--- src/rtl/frame_addr_pkg.sv ---
// Shared types and helpers for the frame address sequencer: FSM states,
// the shadow window configuration and the window validation check.
package frame_addr_pkg;

  // Field width of the shadow configuration; wide enough for any frame size
  // this block is used with. The top truncates to its own XW/YW widths.
  localparam int CFG_FW = 16;

  typedef enum logic [1:0] {
    IDLE = 2'd0,
    LOAD = 2'd1,
    RUN  = 2'd2
  } state_e;

  typedef struct packed {
    logic [CFG_FW-1:0] x0;
    logic [CFG_FW-1:0] y0;
    logic [CFG_FW-1:0] w;
    logic [CFG_FW-1:0] h;
    logic [1:0]        step;
    logic              mirror;
  } frame_cfg_t;

  // A window is usable when it is non-empty, fits inside the stored frame and
  // uses a supported decimation. Sums are one bit wider so they cannot wrap.
  function automatic logic cfg_valid(input frame_cfg_t cfg,
                                     input int         img_w,
                                     input int         img_h,
                                     input int         max_step);
    logic [CFG_FW:0] x_end;
    logic [CFG_FW:0] y_end;
    x_end = {1'b0, cfg.x0} + {1'b0, cfg.w};
    y_end = {1'b0, cfg.y0} + {1'b0, cfg.h};
    return (cfg.w != {CFG_FW{1'b0}}) &&
           (cfg.h != {CFG_FW{1'b0}}) &&
           (32'(x_end) <= 32'(img_w)) &&
           (32'(y_end) <= 32'(img_h)) &&
           (32'(cfg.step) <= 32'(max_step));
  endfunction

  // Whole-frame window used when the requested window is rejected.
  function automatic frame_cfg_t full_frame_cfg(input int img_w, input int img_h);
    frame_cfg_t c;
    c.x0     = {CFG_FW{1'b0}};
    c.y0     = {CFG_FW{1'b0}};
    c.w      = CFG_FW'(img_w);
    c.h      = CFG_FW'(img_h);
    c.step   = 2'd0;
    c.mirror = 1'b0;
    return c;
  endfunction

endpackage

--- src/rtl/frame_addr_sequencer_axis_counter.sv ---
// Step counter for one axis of the window. Start, limit, step and direction
// are captured on load; the counter walks from start towards limit by step
// and returns to start (wrap) when advanced while sitting on the limit.
// It exposes its next value so the parent can register outputs in lockstep.
module axis_counter #(
  parameter int W = 8
) (
  input  logic         clk,
  input  logic         rst_n,
  input  logic         i_load,
  input  logic         i_adv,
  input  logic [W-1:0] i_start,
  input  logic [W-1:0] i_limit,
  input  logic [W-1:0] i_step,
  input  logic         i_down,
  output logic [W-1:0] o_next,
  output logic         o_next_last,
  output logic         o_wrap
);

  logic [W-1:0] r_value;
  logic [W-1:0] r_start;
  logic [W-1:0] r_limit;
  logic [W-1:0] r_step;
  logic         r_down;
  logic         w_last;
  logic [W-1:0] w_next;

  assign w_last = (r_value == r_limit);
  assign o_next = w_next;
  assign o_wrap = i_adv & w_last & ~i_load;

  // Next position: reload, wrap to start, or step in the chosen direction.
  always_comb begin
    w_next = r_value;
    if (i_load) begin
      w_next = i_start;
    end else if (i_adv) begin
      if (w_last) begin
        w_next = r_start;
      end else if (r_down) begin
        w_next = r_value - r_step;
      end else begin
        w_next = r_value + r_step;
      end
    end else begin
      w_next = r_value;
    end
  end

  // Whether the next position is the final one of the axis.
  always_comb begin
    o_next_last = 1'b0;
    if (i_load) begin
      o_next_last = (i_start == i_limit);
    end else begin
      o_next_last = (w_next == r_limit);
    end
  end

  // Position register plus the per-frame shadow of start/limit/step/direction.
  always_ff @(posedge clk or negedge rst_n) begin
    if (!rst_n) begin
      r_value <= {W{1'b0}};
      r_start <= {W{1'b0}};
      r_limit <= {W{1'b0}};
      r_step  <= {W{1'b0}};
      r_down  <= 1'b0;
    end else begin
      r_value <= w_next;
      if (i_load) begin
        r_start <= i_start;
        r_limit <= i_limit;
        r_step  <= i_step;
        r_down  <= i_down;
      end else begin
        r_start <= r_start;
        r_limit <= r_limit;
        r_step  <= r_step;
        r_down  <= r_down;
      end
    end
  end

endmodule

--- src/rtl/frame_addr_sequencer.sv ---
// Frame buffer read address sequencer: walks a validated region of interest
// with power-of-two decimation and optional horizontal mirroring, presenting
// one address per cycle on a valid/ready interface with aligned frame flags.
module frame_addr_sequencer
  import frame_addr_pkg::*;
#(
  parameter int IMAGE_WIDTH   = 320,
  parameter int IMAGE_HEIGHT  = 240,
  parameter int ADDR_BITS     = $clog2(IMAGE_WIDTH*IMAGE_HEIGHT),
  parameter int XW            = $clog2(IMAGE_WIDTH+1),
  parameter int YW            = $clog2(IMAGE_HEIGHT+1),
  parameter int MAX_STEP_LOG2 = 2
) (
  input  logic                 clk,
  input  logic                 rst_n,
  input  logic                 enable,
  input  logic                 resend,
  input  logic [XW-1:0]        cfg_x0,
  input  logic [YW-1:0]        cfg_y0,
  input  logic [XW-1:0]        cfg_w,
  input  logic [YW-1:0]        cfg_h,
  input  logic [1:0]           cfg_step,
  input  logic                 cfg_mirror,
  input  logic                 rd_ready,
  output logic                 rd_valid,
  output logic [ADDR_BITS-1:0] rdaddress,
  output logic                 frame_start,
  output logic                 line_end,
  output logic                 frame_end,
  output logic                 cfg_err
);

  // Column arithmetic is widened by the step exponent and the row-base
  // arithmetic by one more bit, so a full decimation step never truncates.
  localparam int CW = XW + MAX_STEP_LOG2;
  localparam int RW = ADDR_BITS + MAX_STEP_LOG2 + 1;
  localparam logic [CW-1:0] C_ONE   = {{(CW-1){1'b0}}, 1'b1};
  localparam logic [YW-1:0] Y_ONE   = {{(YW-1){1'b0}}, 1'b1};
  localparam logic [RW-1:0] R_PITCH = RW'(IMAGE_WIDTH);

  state_e               r_state;
  logic                 r_rd_valid;
  logic [ADDR_BITS-1:0] r_rdaddress;
  logic                 r_frame_start;
  logic                 r_line_end;
  logic                 r_frame_end;
  logic                 r_cfg_err;

  frame_cfg_t           w_raw;
  frame_cfg_t           w_cfg;
  logic                 w_ok;

  logic [CW-1:0]        w_x0;
  logic [CW-1:0]        w_col_span;
  logic [CW-1:0]        w_col_far;
  logic [CW-1:0]        w_col_first;
  logic [CW-1:0]        w_col_last;
  logic [CW-1:0]        w_col_step;
  logic [YW-1:0]        w_y0;
  logic [YW-1:0]        w_row_span;
  logic [YW-1:0]        w_row_far;
  logic [RW-1:0]        w_row_first;
  logic [RW-1:0]        w_row_last;
  logic [RW-1:0]        w_row_step;

  logic                 w_load;
  logic                 w_fire;
  logic                 w_col_adv;
  logic                 w_col_wrap;
  logic                 w_row_wrap;
  logic [CW-1:0]        w_col_next;
  logic                 w_col_next_last;
  logic [RW-1:0]        w_row_next;
  logic                 w_row_next_last;
  logic [ADDR_BITS-1:0] w_next_addr;
  logic                 w_next_le;
  logic                 w_next_fe;

  assign rd_valid    = r_rd_valid;
  assign rdaddress   = r_rdaddress;
  assign frame_start = r_frame_start;
  assign line_end    = r_line_end;
  assign frame_end   = r_frame_end;
  assign cfg_err     = r_cfg_err;

  // Assemble the requested window and substitute the full frame if invalid.
  always_comb begin
    w_raw        = full_frame_cfg(IMAGE_WIDTH, IMAGE_HEIGHT);
    w_raw.x0     = CFG_FW'(cfg_x0);
    w_raw.y0     = CFG_FW'(cfg_y0);
    w_raw.w      = CFG_FW'(cfg_w);
    w_raw.h      = CFG_FW'(cfg_h);
    w_raw.step   = cfg_step;
    w_raw.mirror = cfg_mirror;
    w_ok         = cfg_valid(w_raw, IMAGE_WIDTH, IMAGE_HEIGHT, MAX_STEP_LOG2);
    if (w_ok) begin
      w_cfg = w_raw;
    end else begin
      w_cfg = full_frame_cfg(IMAGE_WIDTH, IMAGE_HEIGHT);
    end
  end

  // Per-frame axis bounds; the row multiplies only feed the LOAD-time reload,
  // never the per-pixel step path.
  always_comb begin
    w_x0       = CW'(w_cfg.x0);
    w_col_span = CW'(w_cfg.w) - C_ONE;
    w_col_far  = w_x0 + ((w_col_span >> w_cfg.step) << w_cfg.step);
    w_col_step = C_ONE << w_cfg.step;
    if (w_cfg.mirror) begin
      w_col_first = w_col_far;
      w_col_last  = w_x0;
    end else begin
      w_col_first = w_x0;
      w_col_last  = w_col_far;
    end
    w_y0        = YW'(w_cfg.y0);
    w_row_span  = YW'(w_cfg.h) - Y_ONE;
    w_row_far   = w_y0 + ((w_row_span >> w_cfg.step) << w_cfg.step);
    w_row_first = RW'(32'(w_y0) * IMAGE_WIDTH);
    w_row_last  = RW'(32'(w_row_far) * IMAGE_WIDTH);
    w_row_step  = R_PITCH << w_cfg.step;
  end

  // Handshake and counter control; resend wins over a simultaneous transfer.
  always_comb begin
    w_load      = (r_state == LOAD);
    w_fire      = r_rd_valid & rd_ready;
    w_col_adv   = (r_state == RUN) & w_fire & ~resend;
    w_next_addr = ADDR_BITS'(w_row_next + RW'(w_col_next));
    w_next_le   = w_col_next_last;
    w_next_fe   = w_col_next_last & w_row_next_last;
  end

  axis_counter #(.W(CW)) u_col (
    .clk         (clk),
    .rst_n       (rst_n),
    .i_load      (w_load),
    .i_adv       (w_col_adv),
    .i_start     (w_col_first),
    .i_limit     (w_col_last),
    .i_step      (w_col_step),
    .i_down      (w_cfg.mirror),
    .o_next      (w_col_next),
    .o_next_last (w_col_next_last),
    .o_wrap      (w_col_wrap)
  );

  // The row counter holds the row base address and steps once per line.
  axis_counter #(.W(RW)) u_row (
    .clk         (clk),
    .rst_n       (rst_n),
    .i_load      (w_load),
    .i_adv       (w_col_wrap),
    .i_start     (w_row_first),
    .i_limit     (w_row_last),
    .i_step      (w_row_step),
    .i_down      (1'b0),
    .o_next      (w_row_next),
    .o_next_last (w_row_next_last),
    .o_wrap      (w_row_wrap)
  );

  // Sequencer FSM with registered address, flags and configuration status.
  always_ff @(posedge clk or negedge rst_n) begin
    if (!rst_n) begin
      r_state       <= IDLE;
      r_rd_valid    <= 1'b0;
      r_rdaddress   <= {ADDR_BITS{1'b0}};
      r_frame_start <= 1'b0;
      r_line_end    <= 1'b0;
      r_frame_end   <= 1'b0;
      r_cfg_err     <= 1'b0;
    end else begin
      case (r_state)
        IDLE: begin
          r_rd_valid    <= 1'b0;
          r_frame_start <= 1'b0;
          r_line_end    <= 1'b0;
          r_frame_end   <= 1'b0;
          r_state       <= enable ? LOAD : IDLE;
        end
        LOAD: begin
          r_cfg_err     <= ~w_ok;
          r_rd_valid    <= 1'b1;
          r_rdaddress   <= w_next_addr;
          r_frame_start <= 1'b1;
          r_line_end    <= w_next_le;
          r_frame_end   <= w_next_fe;
          r_state       <= RUN;
        end
        RUN: begin
          if (resend) begin
            // Pending address is dropped; the frame restarts from LOAD.
            r_rd_valid    <= 1'b0;
            r_frame_start <= 1'b0;
            r_line_end    <= 1'b0;
            r_frame_end   <= 1'b0;
            r_state       <= enable ? LOAD : IDLE;
          end else if (w_fire) begin
            if (w_row_wrap) begin
              r_rd_valid    <= 1'b0;
              r_frame_start <= 1'b0;
              r_line_end    <= 1'b0;
              r_frame_end   <= 1'b0;
              r_state       <= enable ? LOAD : IDLE;
            end else begin
              r_rdaddress   <= w_next_addr;
              r_frame_start <= 1'b0;
              r_line_end    <= w_next_le;
              r_frame_end   <= w_next_fe;
              r_state       <= RUN;
            end
          end else begin
            r_state <= RUN;
          end
        end
        default: begin
          r_rd_valid <= 1'b0;
          r_state    <= IDLE;
        end
      endcase
    end
  end

endmodule

--- config.mk ---
export PLATFORM = sky130hd
export DESIGN_NAME = frame_addr_sequencer
export DESIGN_NICKNAME = d
export VERILOG_FILES = /design/src/rtl/frame_addr_pkg.sv /design/src/rtl/frame_addr_sequencer_axis_counter.sv /design/src/rtl/frame_addr_sequencer.sv
export SDC_FILE = /design/constraint.sdc
export NUM_CORES = 1
export LEC_CHECK = 0
export BUFFER_PORTS_ARGS = -buffer_cell sky130_fd_sc_hd__buf_2
export CAP_MARGIN = 15
export CORE_MARGIN = 2
export CORE_UTILIZATION = 55
export DETAILED_ROUTE_END_ITERATION = 8
export PLACE_DENSITY = 0.83
export SLEW_MARGIN = 20
export SYNTH_ARGS = -nofsm -noshare
export SYNTH_HDL_FRONTEND = slang
export SYNTH_SLANG_ARGS = --single-unit
--- constraint.sdc ---
create_clock -name clk -period 6 [get_ports clk]
set_clock_uncertainty 0.15 [all_clocks]
set_input_delay 1.8 -clock clk [delete_from_list [all_inputs] [get_ports clk]]
set_output_delay 1.8 -clock clk [all_outputs]
set_load 0.05 [all_outputs]
# == Word level (Yosys, flattened, before mapping) ==
# Cells that the tools add are included.
# classes
n_addsub,10
multipliers,2
n_lt_le_gt_ge,3
eq_ne,13
shift,6
n_mux,36
n_bitwise,11
n_reduce_logical,12
# ops
cell,count
2-to-1 mux 11 bit,6
2-to-1 mux 20 bit,3
2-to-1 mux 60 bit,1
2-to-1 mux 17 bit,3
equality test 11 bit,4
equality test 20 x 17 -> 1 bit,2
case mux 17 bit (2 select lines),1
adder 11 bit,2
"multiplier 8 x 3 -> 11 bit, second input constant",2
adder 20 bit,1
"left shift 9 x 2 -> 20 bit, first input constant",1
adder 17 x 11 -> 17 bit,1
2-to-1 mux 1 bit,14
"left shift 1 x 2 -> 11 bit, first input constant",1
left shift 11 x 2 -> 11 bit,1
>> shifter 11 x 2 -> 11 bit,1
"subtractor 11 x 1 -> 11 bit, second input constant",1
subtractor 11 bit,1
adder 9 x 9 -> 10 bit,1
"less-or-equal comparator 10 x 9 -> 1 bit, second input constant",1
adder 8 x 8 -> 9 bit,1
"less-or-equal comparator 9 x 8 -> 1 bit, second input constant",1
case mux 1 bit (3 select lines),3
nonzero test 9 bit,1
22 further kinds,39
# word_totals
regBits,131
inputBits,42
out_inout_bits,22
wordCells,109

# == Logic depth before layout (Yosys ltp) ==
# depth
depth_word,19
mapped_depth,32
depth_no_buf,30

# == Cells and area by module ==
# A second synthesis with hierarchy kept.
# unflattened
cells_unflattened,1575
hier_area_um2,13598.0
# by_module_without_submodules
mod,n_inst,cells_per_inst,area_each_um2,seq_area_each_um2
axis_counter (u_row),1,666,5865.6,2026.9
frame_addr_sequencer,1,541,4426.7,600.6
axis_counter (u_col),1,368,3305.7,1126.1

# == Worst setup path after synthesis ==
# OpenSTA, ideal clock, no wires.
# synth_path
path_type,in2reg
from,input port cfg_x0[0]
to,"register r_frame_end, in the netlist frame_end"
setup_time_ps,127
arrival_ps,8160
required_ps,5723
slack_ps,-2437
path_stages,30
path_buffers,2
cell_sequence,ha_1 > fa_1 > a211oi_1 > o21ai_0 > a31oi_1 > xor2_1 > a32o_1 > and2_1 > clkbuf_1 > buf_1 > nand2_1 > ha_1 > a21oi_1 > ha_1 > a21o_1 > a21oi_1 > o21ai_0 > a21o_1 > a21oi_1 > xnor2_1 > ha_1 > ha_1 > a21oi_1 > o21bai_1 > xnor2_1 > and2_1 > mux4_2 > and4_1 > a41oi_1 > o21ai_1
# synth_between
elab_chain_len,19
elab_cells_between_ends,31
cone_classes,5 x add/sub; 2 x mul; 1 x order compare; 4 x eq/ne; 4 x shift; 11 x mux; 1 x bitwise; 3 x reduce/logical
# synth_lines
item,line,rtl
from (decl),frame_addr_sequencer.sv:18,"input logic [XW-1:0] cfg_x0,"
adder 9 x 9 -> 10 bit,frame_addr_pkg.sv:32,"x_end = {1'b0, cfg.x0} + {1'b0, cfg.w};"
less-or-equal comparator 10 x 9 -> 1 bit,frame_addr_pkg.sv:36,(32'(x_end) <= 32'(img_w)) &&
logical AND 1 bit,frame_addr_pkg.sv:35,(cfg.h != {CFG_FW{1'b0}}) &&
logical AND 1 bit,frame_addr_pkg.sv:36,
logical AND 1 bit,frame_addr_pkg.sv:37,(32'(y_end) <= 32'(img_h)) &&
2-to-1 mux 60 bit *,frame_addr_sequencer.sv:96,if (w_ok) begin
"parallel branches: the longest is 8 deep, another holds multiplier 8 x 3 -> 11 bit",-,
bitwise AND 1 bit *,frame_addr_sequencer.sv:132,w_next_fe = w_col_next_last & w_row_next_last;
2-to-1 mux 1 bit,frame_addr_sequencer.sv:201,if (w_row_wrap) begin
2-to-1 mux 1 bit,frame_addr_sequencer.sv:200,end else if (w_fire) begin
2-to-1 mux 1 bit,frame_addr_sequencer.sv:193,if (resend) begin
case mux 1 bit (3 select lines) *,frame_addr_sequencer.sv:175,case (r_state)
to (signal assigned),frame_addr_sequencer.sv:189,r_frame_end <= w_next_fe;
to (signal assigned),frame_addr_sequencer.sv:211,r_frame_end <= w_next_fe;
to (decl),frame_addr_sequencer.sv:46,logic r_frame_end;
# Every way passes the cells marked *. The select of a mux whose other input is x is not followed.
# A chain may end at the register's enable or synchronous reset.

# == Worst setup path in the final report ==
# layout_path
from,input port cfg_w[0]
to,"register r_frame_end, in the netlist frame_end"
# layout_between
elab_chain_len,19
elab_cells_between_ends,33
cone_classes,5 x add/sub; 2 x mul; 1 x order compare; 4 x eq/ne; 4 x shift; 11 x mux; 1 x bitwise; 5 x reduce/logical
# layout_lines
item,line,rtl
from (decl),frame_addr_sequencer.sv:20,"input logic [XW-1:0] cfg_w,"
adder 9 x 9 -> 10 bit or nonzero test 9 bit (tied branches),"frame_addr_pkg.sv:32, frame_addr_pkg.sv:34",
less-or-equal comparator 10 x 9 -> 1 bit or logical AND 1 bit (tied branches),"frame_addr_pkg.sv:36, frame_addr_pkg.sv:34",
logical AND 1 bit,frame_addr_pkg.sv:35,
logical AND 1 bit,frame_addr_pkg.sv:36,
logical AND 1 bit,frame_addr_pkg.sv:37,
2-to-1 mux 60 bit *,frame_addr_sequencer.sv:96,
"parallel branches: the longest is 8 deep, another holds multiplier 8 x 3 -> 11 bit",-,
bitwise AND 1 bit *,frame_addr_sequencer.sv:132,
2-to-1 mux 1 bit,frame_addr_sequencer.sv:201,
2-to-1 mux 1 bit,frame_addr_sequencer.sv:200,
2-to-1 mux 1 bit,frame_addr_sequencer.sv:193,
case mux 1 bit (3 select lines) *,frame_addr_sequencer.sv:175,
# Marked as above.

==> impl_metrics.csv <==
group,metric,value,unit
sta,holdWs,323,ps
setup_path,crit_type,"input pin to flip-flop",
sta,max_freq,0.130,GHz
grt,groute.usage.overall,31.8,%
yosys,synthArstFlopShare,100,%
setup_path,critPathRequiredTime,6100,ps
power,powerDensity,516,mW/mm²
route,drc,0,
placement,numPlacedInstances,1547,
clock_network,clk_latency,360,ps
layout,postLayoutCoreUtil,77.6,%
die,fp.dieH,135,µm
yosys,synthesis.nets,1247,
yosys,synthCells,1102,
grt,grt_pass1_vias,9407,
route,routed_via_density,6.32,
placement,place.gp.congestion,0.955,
setup_path,r2r_setup_slack,640,ps
hold_path,hp-class,"flip-flop to flip-flop",
outcome,status,"finished with violations",
clock_network,cts_tree,"yes",
setup_path,end_kind,"flip-flop",
clock_network,postCtsHoldBufs,0,
setup_path,crit_fanout,5,
job,cap_violations,0,
yosys,syn_area_per_cell,8.59,µm²
yosys,yosys_warnings,0,
die,core,0.0167,mm²
layout,num_antenna_cells,0,
yosys,synth_area,0.00947,mm²
outcome,violations,"negative setup slack",
grt,grt.overflow.total,0,
route,wl_per_cell,20.1,µm
setup_path,cp_data_arrival_time,7800,ps
clock_network,cts-root-buf,"clkbuf_16",
grt,antenna_found_initial,0,
setup_path,critical_path.max_stage_delay,450,ps
clock_network,htreeDepth,3,
die,die_area,0.0183,mm²
layout,finalNonFillerCells,1594,
route,vias,10100,
sta,hold_viol_final,0,
sta,setup_viol,33,
setup_path,start_kind,"input pin",
yosys,synth_largest_area_cell,"dfrtp_1",
layout,layout-drive-gt1-share,33.8,%
yosys,synth_top_area_share,28.0,%
sta,finalCritPeriodShare,128,%
sta,tightestPinTransition,879,ps
clock_network,cts_buffer_depth,2,
route,drt-total-wl,32000,µm
layout,nNetsFinal,1514,
die,start_util,56.7,%
clock_network,clk_pin_slew_worst_paths,70,ps
yosys,ys_types,70,
sta,slew_headroom,41.4,%
grt,grt_max_degree,69,
power,vdd_drop_max,0.000366,V
yosys,synth_edf_count,0,
power,leakage,6.15,nW
placement,hpwl,21400,µm
clock_network,numCtsBuffers,9,
die,placementRows,47,
yosys,synth-seq-area-share,28.0,%
placement,port_buffers,63,
setup_path,crit_slowest_cell,"mux4_2",
setup_path,crit_top_cell,"ha_4",
die,io_pins,64,
route,ant_nets,0,
sta,fin_crit,7700,ps
layout,area_growth,37.0,%
sta,drv_slew,0,
yosys,synth_ff_type,"dfrtp_1",
yosys,synthTopCellsByArea,"dfrtp_1 28%, ha_1 12%, xnor2_1 6.5%",
sta,rsz0062_at_grt,"true",
die,die_x,135,µm
sta,setup_ws,-1700,ps
clock_network,cts_sinks,106,
route,drt_iter0_markers,1203,
route,dr.pass1.iters,6,
grt,grt_first_pass_wirelength,46600,µm
yosys,synth_seq_cells,106,
[area by class of cell]
cell class              instances  area, µm²
clock buffers                  12        256
inverters                      47        179
clock inverters                 4       73.8
multi-input cells             908       7360
flip-flops and latches        106       2650
fillers                      1044       3730
repair buffers                297       2170
well taps                     220        275
[per-layer routing]
layer | vias to the layer above | track usage [%] | part of all wire (%)
met3 | 149 | 4.83 | 8.2
met5 | - | 0 | 0
met4 | 0 | 12.3 | 5.5
met1 | 4791 | 40.1 | 38
li1 | 4527 | - | -
met2 | 611 | 55.2 | 48
[logic make-up after synthesis]
group	synth area share, %
and+or+nand+nor	17.4
xor gates and xnor gates	11.1
DFF	28.0
muxes	5.31
adders and majority gates	14.3
AOI/OAI and AO/OA	20.2
buffers and inverters	3.67
[worst max-delay path, delay by kind of cell]
family	cells	cell delay [ps]
multiplexers	1	450
buffers and inverters	4	350
AO/OA/AOI/OAI	13	2250
AND/OR/NAND/NOR	4	560
adder cells (fa/ha/maj)	7	1900
XOR/XNOR	3	450
[Yosys cell counts (all sizes together) (5+ instances only)]
library cell / number
inv: 46
and2: 13
a22o: 5
nor4: 11
a31oi: 7
mux2i: 30
xnor2: 70
o31ai: 6
nand3: 32
o211ai: 10
dfrtp: 106
nand2: 89
a21oi: 83
o2bb2ai: 9
fa: 9
ha: 94
nor2: 82
and3: 26
o21bai: 15
mux2: 16
clkbuf: 33
or3: 6
or2: 5
nand2b: 7
nand4: 11
a211oi: 12
nor3: 28
xor2: 50
nor3b: 7
o21ai: 83
a21o: 25
buf: 8
nor2b: 5
[flip-flops by register name, indices dropped and copies added (netlist names), 2 cells and up]
| name | count |
|---|---|
| u_row.r_value | 20 |
| u_row.r_step | 6 |
| rdaddress | 17 |
| u_col.r_limit | 11 |
| u_col.r_value | 11 |
| u_col.r_start | 11 |
| u_row.r_start | 11 |
| u_row.r_limit | 11 |
| r_state | 2 |
[timing repair]
item / CTS / global route
buffers inserted: 17 / 14
endpoints found under the setup margin: 24 / 44
gates resized for setup: 75 / 77
pin swaps: 57 / 64
endpoints found under the hold margin: 0 / 0
[cell usage in the layout, fill, tap and decap left out, types with 30 or more instances in the layout]
cell     Yosys  layout
xnor2_1     70      57
nor2_1      82      76
buf_2        2      60
ha_1        94      73
dfrtp_1    106     106
buf_4        2     219
nand3_1     32      30
nand2_1     89      82
inv_1       46      41
o21ai_0     79      57
a21oi_1     83      61
xor2_1      50      44
[final timing paths]
kind,to,from,cells after the start
worst max-delay path,frame_end$_DFFE_PN0P_,cfg_w[0],32
worst min-delay path,rdaddress[12]$_DFFE_PN0P_,rdaddress[12]$_DFFE_PN0P_,2
worst max register to register,rdaddress[11]$_DFFE_PN0P_,u_row.r_step[6]$_DFFE_PN0P_,22
worst min register to register,rdaddress[12]$_DFFE_PN0P_,rdaddress[12]$_DFFE_PN0P_,2
max in group asynchronous,rdaddress[12]$_DFFE_PN0P_,rst_n,2
min in group asynchronous,rdaddress[1]$_DFFE_PN0P_,rst_n,1
[per-stage QoR]
step | total power, mW | instance area (µm²) | setup WS (ps) | setup TNS [ps]
after floorplan | 3.74 | 9740 | -1530 | -17210
final | 6.69 | 13000 | -1700 | -22620
after global routing | 7.05 | 13000 | -1950 | -32120
after detailed placement | 5.06 | 11700 | -1820 | -31570
after global placement | 4.90 | 11700 | -1630 | -25810
after CTS | 6.05 | 12500 | -1410 | -16400
[power breakdown]
group,internal [mW],switching [mW],total (mW)
Combinational,2.28,2.50,4.78
Sequential,0.962,0.272,1.23
Clock,0.389,0.281,0.670
Total,3.63,3.06,6.69
Note: power is estimated with default switching activity, not from simulation.
